===== src/rtl/adder_seq.sv =====
// Multi-cycle add/subtract unit: CHUNK bits per cycle, LSB first, flags {C,Z,N,V}.
// Optional carry/borrow-in port enabled by defining ADDER_SEQ_CARRY_IN_EN.
module adder_seq #(
  parameter int WIDTH = 32,
  parameter int CHUNK = 8,
  localparam int NCHUNK = WIDTH / CHUNK
) (
  input  logic             clk,
  input  logic             reset,
  input  logic             in_valid,
  output logic             in_ready,
  input  logic [1:0]       op,
  input  logic [WIDTH-1:0] A,
  input  logic [WIDTH-1:0] B,
`ifdef ADDER_SEQ_CARRY_IN_EN
  input  logic             cin,
`endif
  output logic             out_valid,
  input  logic             out_ready,
  output logic [WIDTH-1:0] result,
  output logic [3:0]       carryFlags
);

  localparam int CNT_W = (NCHUNK > 1) ? $clog2(NCHUNK) : 1;
  localparam logic [CNT_W-1:0] LAST = CNT_W'(NCHUNK - 1);

  typedef enum logic [1:0] {IDLE = 2'd0, RUN = 2'd1, DONE = 2'd2} state_t;

  state_t             state_q, state_d;
  logic [CNT_W-1:0]   cnt_q;
  logic               carry_q;
  logic               zacc_q;
  logic [WIDTH-1:0]   result_q;
  logic [3:0]         flags_q;
  logic [WIDTH-1:0]   a_q, b_q;
  logic [1:0]         op_q;

  logic               carry_init;
  logic [CHUNK-1:0]   a_chunk, b_chunk;
  logic [CHUNK:0]     sum;
  logic [WIDTH-1:0]   result_d;
  logic [3:0]         flags_d;
  logic               last_chunk;

`ifdef ADDER_SEQ_CARRY_IN_EN
  // cin is a carry for add and a borrow for subtract.
  assign carry_init = op[0] ? ~cin : cin;
`else
  assign carry_init = op[0];
`endif

  always_ff @(posedge clk) begin
    if (reset) state_q <= IDLE;
    else       state_q <= state_d;
  end

  always_comb begin
    state_d = state_q;
    case (state_q)
      IDLE:    if (in_valid)  state_d = RUN;
      RUN:     if (last_chunk) state_d = DONE;
      DONE:    if (out_ready) state_d = IDLE;
      default: state_d = IDLE;
    endcase
  end

  always_comb begin
    in_ready  = (state_q == IDLE);
    out_valid = (state_q == DONE);
  end

  // Operands shift right one chunk per RUN cycle, so the active chunk is always the low one.
  assign a_chunk    = a_q[CHUNK-1:0];
  assign b_chunk    = b_q[CHUNK-1:0];
  assign sum        = {1'b0, a_chunk} + {1'b0, b_chunk} + {{CHUNK{1'b0}}, carry_q};
  assign last_chunk = (cnt_q == LAST);

  if (NCHUNK > 1) begin : g_multi
    assign result_d = {sum[CHUNK-1:0], result_q[WIDTH-1:CHUNK]};
  end else begin : g_single
    assign result_d = sum[CHUNK-1:0];
  end

  // On the final chunk the low bits of a_q/b_q hold the operand sign bits.
  always_comb begin
    flags_d[3] = op_q[0] ? ~sum[CHUNK] : sum[CHUNK];
    flags_d[2] = zacc_q & ~|sum[CHUNK-1:0];
    flags_d[1] = op_q[1] & sum[CHUNK-1];
    flags_d[0] = op_q[1] & (a_chunk[CHUNK-1] == b_chunk[CHUNK-1])
                         & (sum[CHUNK-1] != a_chunk[CHUNK-1]);
  end

  always_ff @(posedge clk) begin
    if (reset) begin
      cnt_q    <= '0;
      carry_q  <= 1'b0;
      zacc_q   <= 1'b0;
      result_q <= '0;
      flags_q  <= '0;
    end else begin
      case (state_q)
        IDLE: if (in_valid) begin
          cnt_q   <= '0;
          carry_q <= carry_init;
          zacc_q  <= 1'b1;
        end
        RUN: begin
          result_q <= result_d;
          carry_q  <= sum[CHUNK];
          zacc_q   <= zacc_q & ~|sum[CHUNK-1:0];
          cnt_q    <= last_chunk ? '0 : cnt_q + CNT_W'(1);
          if (last_chunk) flags_q <= flags_d;
        end
        default: ;
      endcase
    end
  end

  always_ff @(posedge clk) begin
    if (state_q == IDLE && in_valid) begin
      a_q  <= A;
      b_q  <= op[0] ? ~B : B;
      op_q <= op;
    end else if (state_q == RUN) begin
      a_q <= a_q >> CHUNK;
      b_q <= b_q >> CHUNK;
    end
  end

  assign result     = result_q;
  assign carryFlags = flags_q;

endmodule


===== config.mk =====
export PLATFORM = sky130hd
export DESIGN_NAME = adder_seq
export DESIGN_NICKNAME = d
export VERILOG_FILES = /design/src/rtl/adder_seq.sv
export SDC_FILE = /design/constraint.sdc
export NUM_CORES = 1
export LEC_CHECK = 0
export CAP_MARGIN = 30
export CORE_ASPECT_RATIO = 1.5
export CORE_MARGIN = 2
export CORE_UTILIZATION = 50
export CTS_BUF_LIST = sky130_fd_sc_hd__clkbuf_4 sky130_fd_sc_hd__clkbuf_8 sky130_fd_sc_hd__clkbuf_16
export CTS_CLUSTER_SIZE = 20
export DETAILED_ROUTE_END_ITERATION = 8
export PLACE_DENSITY = 0.8
export SLEW_MARGIN = 20
export SYNTH_ARGS = -nofsm -noshare
export SYNTH_HDL_FRONTEND = slang
export SYNTH_SLANG_ARGS = --single-unit

===== constraint.sdc =====
create_clock -name clk -period 5 [get_ports clk]
set_input_delay 0.5 -clock clk [delete_from_list [all_inputs] [get_ports clk]]
set_output_delay 0.5 -clock clk [all_outputs]
set_load 0.03 [all_outputs]

## After elaboration in Yosys (flattened, before gate mapping)

Cells that the tools add are included.

- Flip-flop bits (word level): 108
- Bits in latches: 0
- Bits in writable memories: 0
- Bits in read-only memories: 0
- Bits of input ports: 70
- Output and inout port bits: 38
- Logic and storage cells: 52
- Memories: 0

- Add/sub/neg operators: 3
- Multiply operators: 0
- Div/mod/pow operators: 0
- Order comparisons: 0
- Equal/unequal tests: 8
- Shift operators: 0
- Muxes and demuxes: 17
- Bitwise logic cells: 6
- Reduce and logical (&&, ||, !) cells: 9

Operators by type and width:

| operator | number |
|---|---|
| 2-to-1 mux 32 bit | 5 |
| NOT 32 bit | 1 |
| 2-to-1 mux 2 bit | 5 |
| adder 8 x 8 -> 9 bit | 1 |
| adder 9 x 1 -> 9 bit | 1 |
| OR reduction 8 bit | 1 |
| one-hot mux 2 bit (3 select lines) | 1 |
| bitwise AND 1 bit | 4 |
| equality test 2 bit, second input constant | 2 |
| != test 2 bit, second input constant | 2 |
| one-hot mux 1 bit (2 select lines) | 2 |
| one-hot mux 2 bit (2 select lines) | 1 |
| AND reduction 2 bit | 2 |
| nonzero test 2 bit | 2 |
| 2-to-1 mux 1 bit | 3 |
| AND reduction 3 bit | 1 |
| adder 2 x 1 -> 2 bit, second input constant | 1 |
| equality test 2 x 1 -> 1 bit, second input constant | 1 |
| zero test 2 bit | 1 |
| != test 2 x 1 -> 1 bit, second input constant | 1 |
| equality test 1 bit | 1 |
| logical AND 1 bit | 1 |
| zero test 1 bit | 1 |
| != test 1 bit | 1 |
| NOT 1 bit | 1 |

## Depth between registers and ports, before layout

Gate-level depths: netlist of the first run.

- Depth in word-level cells: 6
- Gate-level depth with buffers: 9
- Mapped depth without buffers: 9

## Worst setup path after synthesis of the first run

Ideal clock, no wire load.

- Kind: register to register
- From: register state_q[0]
- To: register a_q[0] (enable)
- Setup time: 424 ps
- Arrival: 2969 ps
- Data required time: 4576 ps
- Slack: 1607 ps
- Stages on the path, launching flop included: 6
- Period minus slack after synthesis: 3393 ps
- Cells stage by stage: dfxtp_1 > nor2_1 > nand2_1 > clkbuf_1 > clkbuf_1 > nand2_1

- Longest elaborated chain between the ends: 3
- Elaborated cells between the ends (all ways): 4
- Classes of those cells: eq/ne: 1; reduce/logical: 3

Ends and longest elaborated chain:

| item | RTL line | text |
|---|---|---|
| from (decl) | 29 | `state_t state_q, state_d;` |
| from (signal assigned) | 54 | `else state_q <= state_d;` |
| zero test 2 bit | - |  |
| named net in_ready | 11 | `output logic in_ready,` |
| logical AND 1 bit | 120 | `if (state_q == IDLE && in_valid) begin` |
| nonzero test 2 bit (no source line) | - |  |
| to (signal assigned) | 125 | `a_q <= a_q >> CHUNK;` |
| to (decl) | 35 | `logic [WIDTH-1:0] a_q, b_q;` |

The timed path passes the listed nets, and every way through them passes these cells.
A chain may end at the register's enable or synchronous reset.

## Worst setup path in the final report of the first run

- From: register a_q[0]
- To: register zacc_q

- Longest elaborated chain between the ends: 6

Ends and longest elaborated chain:

| item | RTL line | text |
|---|---|---|
| adder 8 x 8 -> 9 bit | 75 | `assign sum = {1'b0, a_chunk} + {1'b0, b_chunk} + {{CHUNK{1'b0}}, carry_q};` |
| adder 9 x 1 -> 9 bit | 75 |  |
| OR reduction 8 bit | 110 | `zacc_q <= zacc_q & ~\|sum[CHUNK-1:0];` |
| zero test 1 bit | 110 |  |
| bitwise AND 1 bit | 110 |  |
| one-hot mux 1 bit (2 select lines) | 101 | `case (state_q)` |
| to (signal assigned) | 110 |  |
| to (decl) | 32 | `logic zacc_q;` |

Every way passes these cells.

==> out/metrics.cfg, run 1 <==
[outcome]
status=finished, final reports clean

[die]
core_um2=9254
std_cell_rows=43
dieArea_um2=10300
die_w_um=83.52
pin_count=108
die_height_um=123.3
start_util=0.5124

[sta]
tightestPinTransition_ns=0.8788
fin_setup_tns_ns=0
final_max_slew_viol_count=0
fin_worst_skew_ns=0.006948
clock.fmax_ghz=0.3882
layout_setup_ws_ns=2.424
finalHoldViolations=0
relSlewSlack=0.4141
period_needed_ns=2.576
fin_crit_sh=0.5152
setup_viol=0
rsz0062_at_grt=false

[global_route]
antenna_found_initial=0
gr-usage-all-layers=0.1973
grt_max_degree=85
grt_pass1_wl_mm=15.92
met2_usage=0.3679
grt_use_met3=0.03138
overflow=0
grt_pass1_vias=3583
use_met1=0.2141
top_usage_layer=met2

[cells_and_area]
syn_to_final_growth_pct=30.50
utilization=0.6687
fin_nets=656
drive_above_1_share=0.04475
diodes=0

[setup_path]
critPathLaunchType=flop
crit_path_end_kind=flop
reg2reg_slack_ns=2.42
startpoint=a_q[0]
cp_max_fo=3
required_ns=5.21
max_stage_delay_ns=0.52
cp_top_family=compound AO/OA/AOI/OAI gates
crit_slowest_cell=o311ai_0
reg2reg_depth=8
cp.buffers_inverters=1
cp_cell_sequence=fa_1, inv_1, fa_1, nor2b_1, o31a_1, o31a_1, o311ai_0, o31ai_1
r2r-start=a_q[0]
crit_type=flop to flop
r2r_end=zacc_q
worstPathArrival_ns=2.79

[place]
dpl_worst_slack_ns=2.339
io_buffers=107
place_congestion=0.8492
hpwl_mm=6.915

[cts]
cts_hold_buffers=0
htreeDepth=3
clk_pin_slew_worst_paths_ns=0.07
numCtsBuffers=9
post_cts_buffers=0
root_buffer=clkbuf_16
clk_path_buf_depth=2
clock_latency_ns=0.35
clock-sinks=108
cts_resized=0
cts_tree=yes

[detailed_routing]
drcViolationCount=0
drtPass1Iterations=4
drt_iter0_drc=246
viasPerCell=5.267
vias=3650
wirelength_mm=9.821
ant_nets=0
wl_per_cell_um=14.17

[hold_path]
whs_path_depth=2
hp-class=flop to flop
min_from=result[0]
hold_path_end=result[0]

[synthesis]
synth_edf_count=66
synthFlopType=edfxtp_1
synthMostInstantiatedCell=nand2_1
syn_inst=481
ys_seq_area_frac=0.5953
ys_top_cells_by_area=edfxtp_1 42%, dfxtp_1 18%, nand2_1 13%
syn-mean-instance-area_um2=9.859
syn-cell-area_um2=4742
ys_seq_elements=108
netlist.area_leader.share=0.4179
synth_fp_nets=561
async_flop_share=0
synth_cell_type_count=36
ys.warnings.count=0
yosys.area.top_type=edfxtp_1
synthTopCellsByCount=164 x nand2_1, 66 x edfxtp_1, 42 x dfxtp_1

[pwr]
p_leak_nw=2.306
power.density_nw_per_um2=358.8
fin_total_pwr_mw=2.221
irDropWorstVdd_mv=0.2216

[run]
drv_cap=0

per-stage QoR:
stage / cells / cell area [um2] / hold slack [ns]
final: 693 / 6188 / 0.4535
after global routing: 693 / 6188 / 0.4802
after CTS: 693 / 6188 / 0.4552
after detailed placement: 677 / 5888 / 0.4463
after global placement: 677 / 5888 / 0.4407
after floorplan: 481 / 4742 / 0.4516
worst max-delay path by stage:
stage                     slack [ns]  cells past startpoint  endpoint
after floorplan                 1.61                      5    a_q[0]
after global placement          2.43                      4   b_q[27]
after detailed placement        2.34                      6   a_q[11]
after CTS                       2.45                      8    zacc_q
after global routing            2.28                      8    zacc_q
final                           2.42                      8    zacc_q
placed cells by master, fill, tap and decap left out, types with 2 or more instances in the layout:
| cell type | count |
|---|---|
| a211oi_1 | 2 |
| a21o_1 | 2 |
| a21oi_1 | 36 |
| a31oi_1 | 2 |
| and3_1 | 8 |
| buf_4 | 5 |
| clkbuf_16 | 9 |
| clkbuf_4 | 2 |
| clkdlybuf4s50_1 | 106 |
| clkinv_4 | 2 |
| dfxtp_1 | 42 |
| edfxtp_1 | 66 |
| fa_1 | 2 |
| ha_1 | 8 |
| inv_1 | 3 |
| nand2_1 | 162 |
| nand2_2 | 2 |
| nand2b_1 | 2 |
| nand3_1 | 2 |
| nand3b_1 | 2 |
| nor2_1 | 21 |
| nor2b_1 | 2 |
| nor3_1 | 3 |
| nor4_1 | 2 |
| o21a_1 | 3 |
| o21ai_0 | 28 |
| o31a_1 | 2 |
| o31ai_1 | 3 |
| xnor2_1 | 34 |
| xor2_1 | 3 |
power breakdown:
part           leakage [nW]  switching [mW]  internal [mW]  total [mW]
Combinational          1.15           0.232          0.181       0.412
Clock                 0.149           0.311          0.402       0.712
Sequential             1.01          0.0395           1.06        1.10
Total                  2.31           0.582           1.64        2.22
cell families (layout without fill, tap and decap cells):
kind of cell,count (synthesis),after routing,synth area share
flip-flops,108,108,0.5953
XOR/XNOR,37,37,0.06834
buffers and inverters,32,132,0.02533
adder cells (fa/ha/maj),10,10,0.02955
AND/OR/NAND/NOR,211,211,0.1815
AO/OA/AOI/OAI,83,83,0.1000
registers in the layout, indices dropped and copies added, names as in the netlist:
name        flops
a_q            32
b_q            32
result         32
carryFlags      4
cnt_q           2
op_q            2
state_q         2
carry_q         1
zacc_q          1
final cells by class:
type | count | area (um2)
inverters | 4 | 15.01
repair buffers | 112 | 1104
well taps | 112 | 140.1
fillers | 708 | 3065
clock inverters | 5 | 60.06
clock buffers | 11 | 240.2
multi-input cells | 341 | 1807
flip-flops and latches | 108 | 2823
worst min-delay path: stages, from the launching register on:
cell and delay (ns):
dfxtp_1 0.31, nand2_1 0.05, a21oi_1 0.05
layer usage:
metal	vias up	wire, um	part of all wire
li1	1819	-	-
met1	1683	3772	0.38
met3	20	460	0.047
met2	128	5265	0.54
met4	0	322	0.033
met5	-	0	0
(Power assumes the default switching activity.)
==> run 2: changes to the inputs <==
==> constraint.sdc (replaced) <==
create_clock -name clk -period 2.5 [get_ports clk]
set_input_delay 0.25 -clock clk [delete_from_list [all_inputs] [get_ports clk]]
set_output_delay 0.25 -clock clk [all_outputs]
set_load 0.03 [all_outputs]
==> run 2 against run 1 <==
  * Combinational power grew 110%
  * Sequential share of layout area decreased by 0.65 points
  * Worst setup slack lost 2.3 ns
  * Clock power grew 100%
  * Critical path depth is the same
  * Hold slack gained 0.0023 ns
  * Maximum frequency up 7.2%
  * Sequential power increased by 98%
  * Via count shrank 0.88%
  * Die area is the same
  * Largest cell class unchanged
  * Largest power group unchanged
==> out/metrics.cfg, run 2 (synthesis results as in run 1) <==
[outcome]
status=finished, final reports clean

[setup_path]
crit_slowest_cell=fa_1
cp.buffers_inverters=1  ; unchanged
reg2reg_depth=8  ; unchanged
r2r_end=zacc_q
worstPathArrival_ns=2.62  ; -0.17 ns
crit_end=zacc_q
required_ns=2.71  ; -2.50 ns
cp.depth=8  ; unchanged
cp_max_fo=3  ; unchanged
reg2reg_slack_ns=0.1  ; -2.33 ns
cp_top_family=compound AO/OA/AOI/OAI gates
crit_type=flop to flop
r2r-start=a_q[0]
critPathLaunchType=flop
crit_path_end_kind=flop
cp_cell_sequence=fa_1, inv_1, fa_1, nor2b_1, o31a_1, o31a_1, o311ai_2, o31ai_1
startpoint=a_q[0]
max_stage_delay_ns=0.43  ; -0.09 ns

[sta]
finalHoldViolations=0  ; unchanged
fin_crit_sh=0.9611  ; +0.4459
fin_setup_tns_ns=0  ; unchanged
final_max_slew_viol_count=0  ; unchanged
period_needed_ns=2.403  ; -0.1732 ns
tightestPinTransition_ns=0.9066  ; +0.02774 ns
clock.fmax_ghz=0.4162  ; +7.2%
setup_viol=0  ; unchanged
relSlewSlack=0.3956  ; -0.01849
fin_worst_skew_ns=0.007156  ; +0.0002082 ns

[global_route]
overflow=0  ; unchanged
grt_max_degree=66  ; -22%
gr-usage-all-layers=0.1964  ; -0.0009221
grt_pass1_vias=3512  ; -2.0%
grt_pass1_wl_mm=16.10  ; +1.2%
antenna_found_initial=0  ; unchanged

[place]
io_buffers=107  ; unchanged
dp_cells=681  ; +0.59%
hpwl_mm=6.861  ; -0.78%
place_congestion=0.8032  ; -5.4%
postPlaceCellArea_um2=5948  ; +1.0%

[detailed_routing]
viasPerCell=5.191  ; -1.4%
drt_iter0_drc=157  ; -36%
vias=3618  ; -0.88%
wl_per_cell_um=13.88  ; -2.1%
wirelength_mm=9.671  ; -1.5%
ant_nets=0  ; unchanged
drtPass1Iterations=5  ; +1
drcViolationCount=0  ; unchanged

[die]
core_um2=9254  ; unchanged
start_util=0.5124  ; unchanged
die_height_um=123.3  ; unchanged
pin_count=108  ; unchanged
dieArea_um2=10300  ; unchanged
die_w_um=83.52  ; unchanged
std_cell_rows=43  ; unchanged

[cells_and_area]
fin_nets=660  ; +0.61%
drive_above_1_share=0.05812  ; +0.01337
fill_cells=701  ; -0.99%
final_common_cell=nand2_1
syn_to_final_growth_pct=32.40
stdcell_count=697  ; +0.58%
mostFrequentLayoutCells=162 x nand2_1, 106 x clkdlybuf4s50_1, 66 x edfxtp_1
diodes=0  ; unchanged
final_area_um2=6279  ; +1.5%

[cts]
clock_latency_ns=0.35  ; about the same
cts_resized=1  ; +1
clk_pin_slew_worst_paths_ns=0.07  ; about the same
clk_path_buf_depth=2  ; unchanged
root_buffer=clkbuf_16
cts_tree=yes
numCtsBuffers=9  ; unchanged
clock-sinks=108  ; unchanged
post_cts_buffers=0  ; unchanged
htreeDepth=3  ; unchanged
cts_hold_buffers=0  ; unchanged

[pwr]
power.density_nw_per_um2=715.0  ; +99%
p_leak_nw=2.341  ; +1.5%
fin_total_pwr_mw=4.489  ; +100%
irDropWorstVdd_mv=0.4459  ; +100%

[hold_path]
hp-class=input port to flop
min_from=op[1]

[run]
drv_cap=0  ; unchanged

[run 2: final cells by class]
type	count	area, um2	share of cell area
tap	112	140.1	0.02232
clock buffer	10	239.0	0.03806
inverter	4	15.01	0.002391
multi-input combinational	341	1832	0.2918
clock inverter	6	71.32	0.01136
sequential	108	2823	0.4496
timing repair buffer	116	1159	0.1845
[run 2: where the power goes]
group / total, mW / switching (mW) / internal [mW]
sequential: 2.18 / 0.0715 / 2.11
clock: 1.45 / 0.636 / 0.814
combinational: 0.858 / 0.479 / 0.379
[run 2: metal layers]
metal / global-route usage / wire (um) / vias to the layer above
li1: - / - / 1826
met1: 0.2227 / 3848 / 1664
met2: 0.3574 / 5173 / 113
met3: 0.04473 / 444 / 15
met4: 0.08266 / 204 / 0
met5: 0 / 0 / -
[run 2: per-stage QoR]
step / utilization / hold slack (ns) / setup slack, ns
final: 0.6785 / 0.4558 / 0.09716
after global routing: 0.6785 / 0.4688 / -0.009684
after CTS: 0.6763 / 0.4522 / 0.1014
after detailed placement: 0.6428 / 0.4476 / 0.02242
after global placement: 0.6428 / 0.4413 / 0.1833
after floorplan: - / 0.3489 / 0.01631
[run 2: worst min-delay path by stage]
stage | endpoint | slack, ns | cells after the start
CTS | op_q[1] | 0.45 | 1
detailed placement | result[0] | 0.45 | 2
global placement | result[0] | 0.44 | 2
global route | op_q[1] | 0.47 | 1
floorplan | op_q[0] | 0.35 | 0
finish | op_q[1] | 0.46 | 1
==> run 3: changes to the inputs <==
--- a/config.mk
+++ b/config.mk
@@ -7,13 +7,13 @@
 export LEC_CHECK = 0
 export CAP_MARGIN = 30
 export CORE_ASPECT_RATIO = 1.5
-export CORE_MARGIN = 2
+export CORE_MARGIN = 4
 export CORE_UTILIZATION = 50
 export CTS_BUF_LIST = sky130_fd_sc_hd__clkbuf_4 sky130_fd_sc_hd__clkbuf_8 sky130_fd_sc_hd__clkbuf_16
 export CTS_CLUSTER_SIZE = 20
 export DETAILED_ROUTE_END_ITERATION = 8
+export HOLD_SLACK_MARGIN = 0.15
 export PLACE_DENSITY = 0.8
-export SLEW_MARGIN = 20
 export SYNTH_ARGS = -nofsm -noshare
 export SYNTH_HDL_FRONTEND = slang
 export SYNTH_SLANG_ARGS = --single-unit
==> run 3 against run 2 <==
  * Non-clock buffer count is 2 lower
  * Die area is 8.2% higher
  * Flip-flop and latch count stayed put
  * Via count increased by 0.36%
  * Clock skew is essentially flat
  * Core utilization decreased by 0.57 points
  * Routed wire length is 1.6% higher
  * Largest cell class unchanged
==> out/metrics.cfg, run 3 (synthesis results as in run 1) <==
[hold_path]
hp-class=flop to flop
min_from=result[1]
hold_path_end=result[1]
whs_path_depth=2  ; +1

[cells_and_area]
final_area_um2=6226  ; -0.84%
syn_to_final_growth_pct=31.29
utilization=0.6728  ; -0.005679
diodes=0  ; unchanged
drive_above_1_share=0.05146  ; -0.006662
mostFrequentLayoutCells=162 x nand2_1, 106 x clkdlybuf4s50_1, 66 x edfxtp_1
final_common_cell=nand2_1
fin_nets=658  ; -0.30%

[setup_path]
crit_type=flop to flop
worstPathArrival_ns=2.68  ; +0.06 ns
critPathLaunchType=flop
cp_top_family=simple AND/OR/NAND/NOR gates
r2r_end=carryFlags[2]
max_stage_delay_ns=0.51  ; +0.08 ns
cp.buffers_inverters=1  ; unchanged
reg2reg_depth=8  ; unchanged
crit_path_end_kind=flop
critical_path.most_common_cell=fa_1
cp_max_fo=2  ; -1
reg2reg_slack_ns=0.09  ; about the same
r2r-start=a_q[0]
crit_slowest_cell=or4_1
cp_cell_sequence=fa_1, inv_1, fa_1, xnor2_1, or4_1, nor4_2, o311ai_2, o21ai_0
required_ns=2.77  ; +0.06 ns

[place]
io_buffers=107  ; unchanged
hpwl_mm=7.087  ; +3.3%
postPlaceCellArea_um2=5933  ; -0.25%
place_congestion=0.7818  ; -2.7%

[cts]
post_cts_buffers=0  ; unchanged
clk_path_buf_depth=2  ; unchanged
root_buffer=clkbuf_16
clock-sinks=108  ; unchanged
clk_pin_slew_worst_paths_ns=0.07  ; about the same
htreeDepth=3  ; unchanged
cts_tree=yes
numCtsBuffers=9  ; unchanged
clock_latency_ns=0.35  ; about the same

[pwr]
power.density_nw_per_um2=701.7  ; -1.9%
irDropWorstVdd_mv=0.5479  ; +23%
fin_total_pwr_mw=4.369  ; -2.7%
p_leak_nw=2.316  ; -1.1%

[sta]
finalHoldViolations=0  ; unchanged
clock.fmax_ghz=0.4150  ; -0.29%
fin_crit_sh=0.9639  ; +0.002756
tightestPinTransition_ns=0.9113  ; +0.004708 ns
rsz0062_at_grt=false
fin_worst_skew_ns=0.007286  ; +0.0001299 ns
relSlewSlack=0.3925  ; -0.003139
setup_viol=0  ; unchanged
final_max_slew_viol_count=0  ; unchanged
holdWs_ns=0.4549  ; -0.0009060 ns
fin_setup_tns_ns=0  ; unchanged
period_needed_ns=2.410  ; +0.006891 ns

[die]
std_cell_rows=43  ; unchanged
pin_count=108  ; unchanged
dieArea_um2=11140  ; +8.2%
core_um2=9254  ; unchanged
die_height_um=127.3  ; +3.2%
die_w_um=87.52  ; +4.8%
start_util=0.5124  ; unchanged

[detailed_routing]
wl_per_cell_um=14.13  ; +1.9%
drt_iter0_drc=127  ; -19%
drtPass1Iterations=6  ; +1
viasPerCell=5.224  ; +0.65%
wirelength_mm=9.823  ; +1.6%
ant_nets=0  ; unchanged
drcViolationCount=0  ; unchanged
vias=3631  ; +0.36%

[global_route]
overflow=0  ; unchanged
grt_pass1_vias=3526  ; +0.40%
antenna_found_initial=0  ; unchanged
grt_max_degree=77  ; +17%
gr-usage-all-layers=0.1795  ; -0.01687
grt_pass1_wl_mm=15.67  ; -2.7%

[outcome]
status=finished, final reports clean

[run]
drv_cap=0  ; unchanged

[run 3: layer usage]
metal,part of all wire,global-route usage,wire (um),up-vias
met4,0.022,0.08220,214,0
met2,0.54,0.3162,5259,120
met5,0,0,0,-
met3,0.062,0.03226,605,16
met1,0.38,0.2076,3744,1671
li1,-,-,-,1824
[run 3: through the flow]
step | cells | setup WS (ns)
4_1_cts | 695 | 0.03924
3_3_place_gp | 679 | 0.1927
6_report | 695 | 0.09027
2_1_floorplan | 481 | 0.01631
5_1_grt | 695 | 0.006538
3_5_place_dp | 679 | 0.04598
[run 3: worst max path at each step]
stage	start	end	slack [ns]	cells past startpoint
floorplan	state_q[0]	a_q[0]	0.02	5
finish	a_q[0]	carryFlags[2]	0.09	8
global route	carry_q	carryFlags[2]	0.007	9
CTS	a_q[0]	zacc_q	0.04	8
detailed placement	a_q[0]	zacc_q	0.05	8
global placement	a_q[0]	zacc_q	0.19	8
[run 3: power by group]
part	switching, mW	internal (mW)
clock network	0.636	0.697
registers	0.0697	2.11
logic	0.481	0.376
total	1.19	3.18
[run 3: area by class of cell]
| cell class | count | area (um2) |
|---|---|---|
| Timing Repair Buffer | 114 | 1144 |
| Fill cell | 731 | 3028 |
| Clock inverter | 6 | 46.29 |
| Sequential cell | 108 | 2823 |
| Inverter | 4 | 15.01 |
| Clock buffer | 10 | 232.7 |
| Tap cell | 112 | 140.1 |
| Multi-Input combinational cell | 341 | 1826 |
[run 3: worst min-delay path: stages (launching register included)]
cell,delay [ns]
dfxtp_1,0.31
nand2_1,0.05
a21oi_1,0.05
[run 3: timing repair]
action                     CTS  global route
hold buffers                 0             0
setup endpoints to repair    0             2
gates resized for setup      0             3
==> variant (flow settings as in run 3) <==
Make the reset (`reset`) asynchronous in 2 clocked blocks.
--- a/src/rtl/adder_seq.sv
+++ b/src/rtl/adder_seq.sv
@@ -49,7 +49,7 @@
   assign carry_init = op[0];
 `endif
 
-  always_ff @(posedge clk) begin
+  always_ff @(posedge clk or posedge reset) begin
     if (reset) state_q <= IDLE;
     else       state_q <= state_d;
   end
@@ -90,7 +90,7 @@
                          & (sum[CHUNK-1] != a_chunk[CHUNK-1]);
   end
 
-  always_ff @(posedge clk) begin
+  always_ff @(posedge clk or posedge reset) begin
     if (reset) begin
       cnt_q    <= '0;
       carry_q  <= 1'b0;
Function: differs if reset is asserted again (counterexample within 4 cycles, from zero or initial values and one cycle with reset high); with reset held inactive, the same outputs for 10 cycles.
==> variant against run 3 <==
  * Die area up 3.5%
  * Utilization up 0.20 points
  * Global-route usage down 0.54 points
  * Final cell count up 1.2%
  * Routed wire length down 1.3%
  * Highest routed layer unchanged
  * Count of clock-buffer cells in the layout down 1
  * Synthesized area up 3.8%
  * Worst setup slack better by 0.044 ns
  * Cell area up 4.4%
  * Sequential cell count unchanged
  * Clock skew down 0.00085 ns
Power is not compared: it rests on default switching activity, and its combinational part moved more than twofold at a synthesized area within 25%.
==> variant: results (changes against run 3) <==
run status=finished, final reports clean; Synth async-reset ratio=38.9% (+39 points); 1st-iter DRT viols=143 (+13%); Crit-path slowest cell=or4_4; hold_buf cts=0 (unchanged); dominant cells by area after synthesis=edfxtp_1, dfrtp_1, nand2_1; first-pass GRT wire length=15.5 mm (-0.79%); GP Congestion=0.804 (+2.8%); # fillers=691 (-5.5%); ys flop type=edfxtp_1; WL per Instance=13.8 um (-2.4%); post-synth net total=557 (-0.71%); dpl hpwl=7.07 mm (-0.30%); final net count=663 (+0.76%); Resized cells post-CTS=0 (unchanged); Critical Path Sink=carryFlags[2]$_DFFE_PP0P_; commonest cells in the netlist=nand2_1, edfxtp_1, dfrtp_1, o21ai_0, xnor2_1; 1st-pass router iterations=4 (-2); H-tree levels=3 (unchanged); Final Skew=0.00644 ns (-0.000848 ns); post-synthesis cell type count=40 (+11%); worst stage delay on the critical path=0.55 ns (+0.04 ns); post-synthesis sequential area ratio=61.6% (+2.1 points); Vias=3596 (-0.96%); # port buffers=107 (unchanged); Post-CTS Setup Repair Bufs=0 (unchanged); gr usage total=17.4% (-0.54 points); Reg2Reg Setup Slack=0.13 ns (+0.04 ns); CP startpoint=carry_q$_DFFE_PP0P_; Slew headroom=63.1% (+24 points); worst hold path type=in -> async; antenna violations before repair=0 (unchanged); clock-pin slew on the worst setup and hold paths=0.07 ns (about the same); vias in the first global route=3528 (+0.057%); pin count of the biggest net entering global routing=55 (-29%); Placed Instance Area=0.00618 mm^2 (+4.1%); worst r2r path cells=7 (-1); ANT cells=0 (unchanged); share of cells above drive strength 1=6.46% (+1.3 points); Area Overhead vs Synth=32.1%
## variant: final cells by class
class / count / share of cell area [%]
flip-flops and latches: 108 / 46.7
multi-input cells: 336 / 27.3
repair buffers: 118 / 18.2
clock buffers: 9 / 3.46
well taps: 115 / 2.21
clock inverters: 7 / 1.52
inverters: 10 / 0.577
## variant: worst min path at each step
stage / from / endpoint / slack, ns / cells after the start
2_1_floorplan: op[0] / op_q[0]$_DFFE_PP_ / 0.35 / 0
3_3_place_gp: result[2]$_DFFE_PP0P_ / result[2]$_DFFE_PP0P_ / 0.46 / 2
3_5_place_dp: result[5]$_DFFE_PP0P_ / result[5]$_DFFE_PP0P_ / 0.47 / 2
4_1_cts: reset / result[7]$_DFFE_PP0P_ / 0.35 / 3
5_1_grt: reset / result[31]$_DFFE_PP0P_ / 0.41 / 3
6_report: reset / result[7]$_DFFE_PP0P_ / 0.34 / 3
## variant: worst register-to-register path, delay by kind of cell (launching register included)
kind	cells	cell delay (ns)
AO/OA/AOI/OAI	1	0.23
buffers and inverters	1	0.09
flip-flops	1	0.41
AND/OR/NAND/NOR	2	0.67
XOR/XNOR	1	0.21
adder cells (fa/ha/maj)	2	0.66
## variant: metal layers
layer	routed length (um)	part of all wire, %	global-route usage [%]
met1	3870	40	20.4
met2	4960	51	30.5
met3	635	6.6	3.05
met4	229	2.4	8.06
met5	0	0	0
## variant: kinds of logic after synthesis
family	count (synthesis)	synth area share [%]
and+or+nand+nor	231	18.9
DFF	108	61.6
AOI/OAI and AO/OA	56	7.09
xor gates and xnor gates	38	6.76
buffers and inverters	33	2.59
adders and majority gates	10	2.85
muxes	1	0.203
## variant: power by group
| group | switching [mW] | total, mW | leakage, nW | internal (mW) |
|---|---|---|---|---|
| logic | 2.57 | 4.20 | 1.43 | 1.63 |
| clock network | 0.634 | 1.52 | 0.156 | 0.885 |
| registers | 0.394 | 3.47 | 1.21 | 3.08 |
| total | 3.60 | 9.19 | 2.80 | 5.59 |
## variant: stage by stage
stage	cells	hold slack (ns)	setup WS [ns]	power [mW]
6_report	703	0.340	0.134	9.19
5_1_grt	703	0.414	0.0286	9.84
4_1_cts	703	0.349	0.121	9.28
3_5_place_dp	687	0.466	0.138	7.73
3_3_place_gp	687	0.457	0.222	7.53
2_1_floorplan	477	0.349	0.204	6.25
